--- config.mk ---
export PLATFORM = sky130hd
export DESIGN_NAME = occ_multiphase_ton
export DESIGN_NICKNAME = d
export VERILOG_FILES = /design/src/rtl/occ_multiphase_ton.sv
export SDC_FILE = /design/constraint.sdc
export NUM_CORES = 1
export LEC_CHECK = 0
export CORE_ASPECT_RATIO = 1.5
export CORE_MARGIN = 2
export CORE_UTILIZATION = 66
export DETAILED_ROUTE_END_ITERATION = 16
export DONT_BUFFER_PORTS = 1
export PLACE_DENSITY = 0.92
export SYNTH_ARGS = -nofsm -noshare
export SYNTH_HDL_FRONTEND = slang
export SYNTH_SLANG_ARGS = --single-unit
--- constraint.sdc ---
create_clock -name clk -period 13.6 [get_ports clk]
set_input_delay 2.04 -clock clk [delete_from_list [all_inputs] [get_ports clk]]
set_output_delay 2.04 -clock clk [all_outputs]
set_load 0.01 [all_outputs]
--- src/rtl/occ_multiphase_ton.sv ---
// rtl/occ_multiphase_ton.sv - multi-phase one-cycle-control ton calculator with a shared sequential divider
// Optional measured gap voltage: define OCC_MEASURED_VGAP_EN.
module occ_multiphase_ton #(
  parameter int NCH         = 2,
  parameter int CLK_PER_TS  = 400,
  parameter int VIN         = 120,
  parameter int L_NH        = 3300,
  parameter int FS_KHZ      = 250,
  parameter int V_GAP_FIXED = 20,
  parameter int IREF_MAX    = 50,
  parameter int TON_MAX     = 180,
  parameter int ERR_NEG     = 5
) (
  input  logic              clk,
  input  logic              rst_n,
  input  logic              enable,
  input  logic [NCH*16-1:0] sample_current,
  input  logic [15:0]       sample_voltage,
  input  logic [15:0]       i_set,
  output logic [NCH-1:0]    phase_start,
  output logic [NCH*16-1:0] ton,
  output logic [NCH-1:0]    ton_valid,
  output logic [NCH-1:0]    clamp_flag,
  output logic              overrun
);
  localparam int SLOT = CLK_PER_TS / NCH;
  localparam int CW   = $clog2(CLK_PER_TS);
  localparam int SH   = $clog2(NCH);
  localparam int CHW  = (NCH > 1) ? $clog2(NCH) : 1;

  localparam logic [2:0] S_IDLE  = 3'd0;
  localparam logic [2:0] S_LATCH = 3'd1;
  localparam logic [2:0] S_PREP1 = 3'd2;
  localparam logic [2:0] S_PREP2 = 3'd3;
  localparam logic [2:0] S_DIV   = 3'd4;
  localparam logic [2:0] S_WRITE = 3'd5;

  localparam logic signed [63:0] VIN_W = 64'(VIN);
  localparam logic signed [63:0] MEG   = 64'sd1000000;
  localparam logic signed [63:0] K_ERR = 64'(2) * 64'(VIN) * 64'(L_NH) * 64'(FS_KHZ);
  localparam logic signed [63:0] CLK_W = 64'(CLK_PER_TS);
  localparam logic signed [15:0] IREF_C = 16'(IREF_MAX);

  logic [CW-1:0]        count;
  logic [NCH-1:0]       slot_hit;
  logic                 any_hit, accept;
  logic [CHW-1:0]       hit_ch, ch;
  logic signed [15:0]   cur_sel, cur_r, iset_r, iset_sh, vg;
  logic signed [16:0]   id_r, iref_r, err_r, diff;
  logic signed [63:0]   vg_w;
  logic signed [47:0]   num48, n_sh;
  logic                 n_pos;
  logic [39:0]          d_r, rem;
  logic [40:0]          rem_sh;
  logic [47:0]          q;
  logic [5:0]           div_cnt;
  logic [2:0]           state;
  logic [15:0]          staged_ton [NCH];
  logic [NCH-1:0]       staged_valid, staged_clamp;

  always_comb begin
    slot_hit = '0;
    hit_ch   = '0;
    cur_sel  = '0;
    for (int k = 0; k < NCH; k++) begin
      if (32'(count) == k * SLOT) begin
        slot_hit[k] = 1'b1;
        hit_ch      = CHW'(k);
        cur_sel     = sample_current[k*16 +: 16];
      end
    end
  end

  assign any_hit = |slot_hit;
  // WRITE finishes this cycle, so a slot start landing on it can still be taken.
  assign accept  = enable && any_hit && (state == S_IDLE || state == S_WRITE);
  assign iset_sh = iset_r >>> SH;
  assign diff    = iref_r - id_r;
  assign vg_w    = 64'(vg);
  assign num48   = 48'((vg_w * (VIN_W - vg_w) * MEG + K_ERR * 64'(err_r)) * CLK_W);
  assign rem_sh  = {rem, n_sh[47]};

`ifdef OCC_MEASURED_VGAP_EN
  localparam logic signed [15:0] VG_HI = 16'(VIN - 1);
  always_ff @(posedge clk or negedge rst_n) begin
    if (!rst_n)
      vg <= 16'(V_GAP_FIXED);
    else if (accept)
      vg <= sample_voltage;
    else if (state == S_LATCH)
      vg <= (vg < 16'sd1) ? 16'sd1 : ((vg > VG_HI) ? VG_HI : vg);
  end
`else
  logic unused_vgap;
  assign vg          = 16'(V_GAP_FIXED);
  assign unused_vgap = ^sample_voltage;
`endif

  always_ff @(posedge clk or negedge rst_n) begin
    if (!rst_n)
      count <= '0;
    else if (!enable || 32'(count) == CLK_PER_TS - 1)
      count <= '0;
    else
      count <= count + 1'b1;
  end

  always_ff @(posedge clk or negedge rst_n) begin
    if (!rst_n) begin
      state <= S_IDLE; ch <= '0; cur_r <= '0; iset_r <= '0;
      id_r <= '0; iref_r <= '0; err_r <= '0; n_sh <= '0; n_pos <= 1'b0;
      d_r <= '0; rem <= '0; q <= '0; div_cnt <= '0;
      staged_valid <= '0; staged_clamp <= '0;
      for (int k = 0; k < NCH; k++) staged_ton[k] <= '0;
    end else if (!enable) begin
      state <= S_IDLE; staged_valid <= '0; div_cnt <= '0;
    end else begin
      if (state == S_WRITE) begin
        staged_valid[ch] <= 1'b1;
        if (q > 48'(CLK_PER_TS)) begin
          staged_ton[ch] <= '0;              staged_clamp[ch] <= 1'b1;
        end else if (q > 48'(TON_MAX)) begin
          staged_ton[ch] <= 16'(TON_MAX);    staged_clamp[ch] <= 1'b1;
        end else begin
          staged_ton[ch] <= q[15:0];         staged_clamp[ch] <= 1'b0;
        end
      end
      if (accept) begin
        state <= S_LATCH; ch <= hit_ch; cur_r <= cur_sel; iset_r <= i_set;
      end else begin
        case (state)
          S_LATCH: begin
            id_r   <= (cur_r < 16'sd0) ? 17'sd0 : 17'(cur_r);
            iref_r <= (iset_sh > IREF_C) ? 17'(IREF_C) : 17'(iset_sh);
            state  <= S_PREP1;
          end
          S_PREP1: begin
            err_r <= (diff < 17'sd0) ? -17'(ERR_NEG) : diff;
            state <= S_PREP2;
          end
          S_PREP2: begin
            n_sh    <= num48;
            n_pos   <= num48 > 48'sd0;
            d_r     <= 40'(64'sd2 * VIN_W * (VIN_W - vg_w) * MEG);
            rem     <= '0;
            q       <= '0;
            div_cnt <= '0;
            state   <= S_DIV;
          end
          S_DIV: begin
            if (!n_pos) begin
              q     <= '0;
              state <= S_WRITE;
            end else begin
              if (rem_sh >= {1'b0, d_r}) begin
                rem <= 40'(rem_sh - {1'b0, d_r});
                q   <= {q[46:0], 1'b1};
              end else begin
                rem <= rem_sh[39:0];
                q   <= {q[46:0], 1'b0};
              end
              n_sh    <= n_sh <<< 1;
              div_cnt <= div_cnt + 6'd1;
              if (div_cnt == 6'd47) state <= S_WRITE;
            end
          end
          default: state <= S_IDLE;
        endcase
      end
    end
  end

  always_ff @(posedge clk or negedge rst_n) begin
    if (!rst_n)
      overrun <= 1'b0;
    else if (enable && any_hit && !accept)
      overrun <= 1'b1;
  end

  // Commit reads the staged value from before this edge, which keeps ton fixed for the full period.
  always_ff @(posedge clk or negedge rst_n) begin
    if (!rst_n) begin
      phase_start <= '0; ton <= '0; ton_valid <= '0; clamp_flag <= '0;
    end else if (!enable) begin
      phase_start <= '0; ton <= '0; ton_valid <= '0; clamp_flag <= '0;
    end else begin
      phase_start <= slot_hit;
      ton_valid   <= slot_hit & staged_valid;
      for (int k = 0; k < NCH; k++) begin
        if (slot_hit[k] && staged_valid[k]) begin
          ton[k*16 +: 16] <= staged_ton[k];
          clamp_flag[k]   <= staged_clamp[k];
        end
      end
    end
  end
endmodule

==> results of run 1 <==
cells by family after synthesis:
kind of cell,share of synthesized area
fa+ha+maj,0.2833
simple gates,0.1292
flops,0.3028
mux,0.01651
buf+inv,0.06791
xor+xnor,0.05196
compound gates,0.1482
area by class of cell:
type | instances | share of cell area
antenna | 1 | 0.00009628
clock buffer | 33 | 0.02802
clock inverter | 13 | 0.008184
inverter | 342 | 0.04939
multi-input combinational | 1851 | 0.6002
sequential | 299 | 0.2879
tap | 484 | 0.02330
timing repair buffer | 10 | 0.002889
metal layers:
metal / vias up / GRT usage / wire length, um
li1: 8662 / - / -
met1: 9348 / 0.3354 / 21070
met2: 673 / 0.5790 / 31830
met3: 209 / 0.03523 / 2682
met4: 0 / 0.1386 / 3006
met5: - / 0 / 0
critical path: cells and delay by family (launching register included):
kind,cells,cell delay (ns)
adder cells (fa/ha/maj),11,5.06
flip-flops,1,0.50
AND/OR/NAND/NOR,8,1.76
buffers and inverters,4,0.32
XOR/XNOR,3,0.79
AO/OA/AOI/OAI,12,3.09
cells in the final DEF, fill, tap and decap left out, drive strengths merged, types with 6 or more instances in the layout:
cell type,netlist,final
inv,342,344
dfrtp,299,299
ha,289,289
nand2,265,265
fa,169,169
o21ai,149,149
nor2,115,115
a21oi,100,100
xnor2,83,83
nand3,64,64
xor2,61,61
a22o,53,53
a21boi,47,47
a21o,42,42
clkbuf,75,33
a22oi,32,32
nor4,30,30
and2,27,27
mux2i,25,25
nor3,23,23
nor2b,21,21
nand2b,18,18
nand3b,18,18
a31oi,16,16
and3,16,16
or3,15,15
mux2,14,14
or2,13,13
o21a,12,12
o31ai,12,12
a211oi,11,11
buf,14,10
o31a,9,9
nand4,9,9
o211ai,8,8
o21bai,8,8
a211o,6,6
and4,6,6
worst paths after layout:
| kind | startpoint | to | slack (ns) | cells after the start |
|---|---|---|---|---|
| max | err_r[5]$_DFFE_PN0P_ | n_pos$_DFFE_PN0P_ | 1.95 | 38 |
| min | n_sh[15]$_DFFE_PN0P_ | n_sh[15]$_DFFE_PN0P_ | 0.48 | 2 |
| max reg2reg | err_r[5]$_DFFE_PN0P_ | n_pos$_DFFE_PN0P_ | 1.95 | 38 |
| min reg2reg | n_sh[15]$_DFFE_PN0P_ | n_sh[15]$_DFFE_PN0P_ | 0.48 | 2 |
| max in group asynchronous | rst_n | ton[19]$_DFFE_PN0P_ | 11.75 | 0 |
| min in group asynchronous | rst_n | count[1]$_DFF_PN0_ | 1.19 | 0 |
state kept, by name, summed over array words and instances, names as in the netlist, 2 cells and up, named ones only:
signal and count:
q 48, rem 40, n_sh 37, staged_ton 32
ton 32, err_r 17, cur_r 16, id_r 15
iref_r 15, iset_r 15, count 9, div_cnt 6
state 3, clamp_flag 2, phase_start 2, staged_valid 2
ton_valid 2
stage by stage:
step / setup slack, ns / area, sq um / std cells / hold slack, ns / util
floorplan: 3.778 / 24710 / 2581 / 0.4428 / -
global placement: 2.382 / 25050 / 2986 / 0.4584 / 0.6806
detailed placement: 2.165 / 25050 / 2986 / 0.4618 / 0.6806
CTS: 2.192 / 25990 / 3032 / 0.4761 / 0.7062
global route: 1.351 / 25990 / 3033 / 0.5035 / 0.7062
finish: 1.947 / 25990 / 3033 / 0.4826 / 0.7062
==> results.ini, run 1 <==
[sta]
period_needed_ns = 11.65
tightest_slew_ns = 1.256
slew_headroom = 0.1606
slew_viol_final = 0
finalSetupTns_ns = 0
clock.fmax_mhz = 85.82
finalCritPeriodShare = 0.8568
setup-violations-final = 0
skew_ns = 0.03308
rsz0062_at_grt = false
hold_violations = 0

[synthesis]
synth_area_leader_cell = dfrtp_1
yosysWarnings = 0
synth_top_area_share = 0.3028
async_flop_share = 1.000
yosys.cell_types.count = 89
synth_flop_cell = dfrtp_1
ys_ff_latch = 299
synth_commonest_cells = inv_1 (342), dfrtp_1 (299), ha_1 (289)
postSynthCellCount = 2581
yosysMostFrequentCell = inv_1
synth.area.top_cells = dfrtp_1 (30%), ha_1 (15%), fa_1 (14%)
syn_area_per_cell_sq_um = 9.572
synth_nets = 3106
synthesis.area_sq_um = 24710
ys_seq_area_frac = 0.3028
synth_edf_count = 0

[place]
port_buffers = 0
dp_hpwl_mm = 44.47
place_congestion = 0.9800

[global_routing]
grt_antenna_before_repair = 1
gr-total-overflow = 0
grt_pass1_wl_mm = 96.23
grt_max_degree = 300
track_usage = 0.3033
grt_pass1_vias = 19750

[drt]
final_antenna_net_count = 0
drcViolationCount = 0
firstDrtPassIters = 11
via_per_inst = 6.229
vias = 18890
routedWlPerCell_um = 19.32
wl_mm = 58.59
initialDrtViolationCount = 1441

[cells_and_area]
multi_input_area_sq_um = 15600
area_growth_pct = 5.196
fill_cells = 2497
seqCellArea_sq_um = 7482
layout-drive-gt1-share = 0.04435
fin_nets = 3056

[clock_network]
clk_pin_slew_worst_paths_ns = 0.07
cts_setup_buffers = 0
cts_sinks = 299
insertion_delay_ns = 0.56
cts_buffers = 27
clockRootBuffer = clkbuf_16
clockBufferDepth = 3
cts_hold_buf = 0
cts_max_level = 1
cts_tree = built
ctsResizeCount = 0

[worst_hold_path]
worstHoldPathType = reg -> reg

[floorplan]
start_util = 0.6714
die_y_um = 241.0
core_sq_um = 36800
die_area_sq_um = 39030
num_rows = 86
io_pins = 106
die_w_um = 162.0

[worst_setup_path]
cp-start-kind = flip-flop
slowest_delay_ns = 0.71
crit_arrival_ns = 12.11
cp-end-kind = flip-flop
path_class = reg -> reg
cp_slowest_cell = fa_1
cp_max_fo = 10
cp_common_cell = fa_1
required_ns = 14.06

[flow_run]
drv_cap = 0

[outcome]
status = complete, no violations

Power of run 1 is left out: the tool's default activity adds up to more than one toggle a clock period on the data nets, which glitch-free logic cannot reach.
==> inputs of run 2 (changes only) <==
--- a/config.mk
+++ b/config.mk
@@ -8,9 +8,12 @@
 export CORE_ASPECT_RATIO = 1.5
 export CORE_MARGIN = 2
 export CORE_UTILIZATION = 66
+export CTS_CLUSTER_DIAMETER = 150
 export DETAILED_ROUTE_END_ITERATION = 16
 export DONT_BUFFER_PORTS = 1
 export PLACE_DENSITY = 0.92
+export RECOVER_POWER = 100
+export SKIP_CTS_REPAIR_TIMING = 1
 export SYNTH_ARGS = -nofsm -noshare
 export SYNTH_HDL_FRONTEND = slang
 export SYNTH_SLANG_ARGS = --single-unit
==> run 2 against run 1 <==
  * The run now ends with capacitance limit, slew limit left
  * Register-to-register slack lost 0.28 ns
  * Sequential cell count is the same
  * Die area is the same
  * Sequential share of layout area grew 0.054 points
  * Fmax shrank 2.3%
  * Setup slack lost 0.28 ns
  * Via count shrank 0.34%
  * Largest cell class unchanged
==> results.ini, run 2 (same netlist as run 1, synthesis figures left out) <==
[outcome]
status = finished, violations left
failed_checks = capacitance limit, slew limit

[clock_network]
clk_pin_slew_worst_paths_ns = 0.08  ; about the same
insertion_delay_ns = 0.56  ; about the same
cts_max_level = 1  ; unchanged
cts_tree = built
clockRootBuffer = clkbuf_16
clockBufferDepth = 3  ; unchanged
cts_buffers = 27  ; unchanged
cts_sinks = 299  ; unchanged

[floorplan]
die_area_sq_um = 39030  ; unchanged
core_sq_um = 36800  ; unchanged
num_rows = 86  ; unchanged
io_pins = 106  ; unchanged
die_w_um = 162.0  ; unchanged
start_util = 0.6714  ; unchanged
die_y_um = 241.0  ; unchanged

[flow_run]
drv_cap = 6  ; +6

[worst_setup_path]
cp_common_cell = ha_1
cp-start-kind = flip-flop
cp_max_fo = 11  ; +1
cp-end-kind = flip-flop
crit_arrival_ns = 12.39  ; +0.28 ns
cp_num_buf_inv = 5  ; +1
required_ns = 14.06  ; about the same
critPathTopFamily = adder cells
cp_slowest_cell = o311ai_0
slowest_delay_ns = 0.79  ; +0.08 ns
path_class = reg -> reg

[cells_and_area]
largest_register_ffs = 48  ; unchanged
area_growth_pct = 4.998
layout_common_cells = inv_1 (342), dfrtp_1 (299), ha_1 (289)
layout-drive-gt1-share = 0.04003  ; -0.004317
layout_commonest_cell = inv_1
max_flop_register = q
reg_top3 = q x48, rem x40, n_sh x37
fin_nets = 3056  ; unchanged

[sta]
slew_headroom = -2.597  ; -2.758
clock.fmax_mhz = 83.82  ; -2.3%
setup-violations-final = 0  ; unchanged
period_needed_ns = 11.93  ; +0.2781 ns
slew_viol_final = 272  ; +272
hold_violations = 0  ; unchanged
finalCritPeriodShare = 0.8773  ; +0.02045
rsz0062_at_grt = false
finalSetupTns_ns = 0  ; unchanged
skew_ns = 0.03255  ; -0.0005290 ns
tightest_slew_ns = 5.348  ; +4.092 ns

[drt]
via_per_inst = 6.207  ; -0.34%
final_antenna_net_count = 0  ; unchanged
drcViolationCount = 0  ; unchanged
routedWlPerCell_um = 19.33  ; about the same
initialDrtViolationCount = 1396  ; -3.1%
firstDrtPassIters = 8  ; -3
vias = 18830  ; -0.34%
wl_mm = 58.63  ; about the same

[global_routing]
track_usage = 0.3033  ; unchanged
grt_pass1_wl_mm = 96.23  ; unchanged
grt_antenna_before_repair = 1  ; unchanged
gr-total-overflow = 0  ; unchanged
grt_max_degree = 300  ; unchanged
grt_pass1_vias = 19750  ; unchanged

[place]
dp_hpwl_mm = 44.47  ; unchanged
port_buffers = 0  ; unchanged
place_congestion = 0.9800  ; unchanged

[worst_hold_path]
worstHoldPathType = reg -> reg

[run 2: changes by cell type in the layout (fill, tap and decap cells not counted), moves of 2 or more]
cell and change:
or2_0 +2, clkbuf_1 +5, buf_4 -5, nor4_1 +2
and2_1 -14, and2_0 +15, nor4_2 -2
[run 2: worst min-delay path: stages (launching register included)]
cell and delay [ns]:
dfrtp_1 0.35, nand2_1 0.05, o21ai_0 0.06
[run 2: cell type report]
class                   instances  area [sq um]
flip-flops and latches        299          7482
fillers                      2509         10860
clock buffers                  33         728.2
inverters                     342          1284
clock inverters                13         212.7
diodes                          1         2.502
well taps                     484         605.6
multi-input cells            1851         15570
repair buffers                 10         56.30
[run 2: metal layers]
layer  up-vias  global-route usage  share of wire
li1       8649                   -              -
met1      9305              0.3354           0.36
met2       665              0.5790           0.54
met3       208             0.03523          0.047
met4         0              0.1386          0.051
met5         -                   0              0
[run 2: through the flow]
| step | instance area (sq um) | hold WS, ns | setup slack [ns] | cells | utilization |
|---|---|---|---|---|---|
| 5_1_grt | 25940 | 0.5035 | 0.9260 | 3033 | 0.7049 |
| 2_1_floorplan | 24710 | 0.4428 | 3.778 | 2581 | - |
| 3_3_place_gp | 25050 | 0.4584 | 2.382 | 2986 | 0.6806 |
| 6_report | 25940 | 0.4837 | 1.669 | 3033 | 0.7049 |
| 4_1_cts | 25990 | 0.4761 | 2.192 | 3032 | 0.7062 |
| 3_5_place_dp | 25050 | 0.4618 | 2.165 | 2986 | 0.6806 |
[run 2: final timing paths]
path | start | endpoint | slack, ns | depth (start not counted)
worst max-delay path | err_r[0]$_DFFE_PN0P_ | n_pos$_DFFE_PN0P_ | 1.67 | 37
worst min-delay path | n_sh[22]$_DFFE_PN0P_ | n_sh[22]$_DFFE_PN0P_ | 0.48 | 2
worst max register to register | err_r[0]$_DFFE_PN0P_ | n_pos$_DFFE_PN0P_ | 1.67 | 37
worst min register to register | n_sh[22]$_DFFE_PN0P_ | n_sh[22]$_DFFE_PN0P_ | 0.48 | 2
max in group asynchronous | rst_n | ton[19]$_DFFE_PN0P_ | 11.88 | 0
min in group asynchronous | rst_n | count[1]$_DFF_PN0_ | 1.19 | 0
Power of run 2 is left out for the same reason.
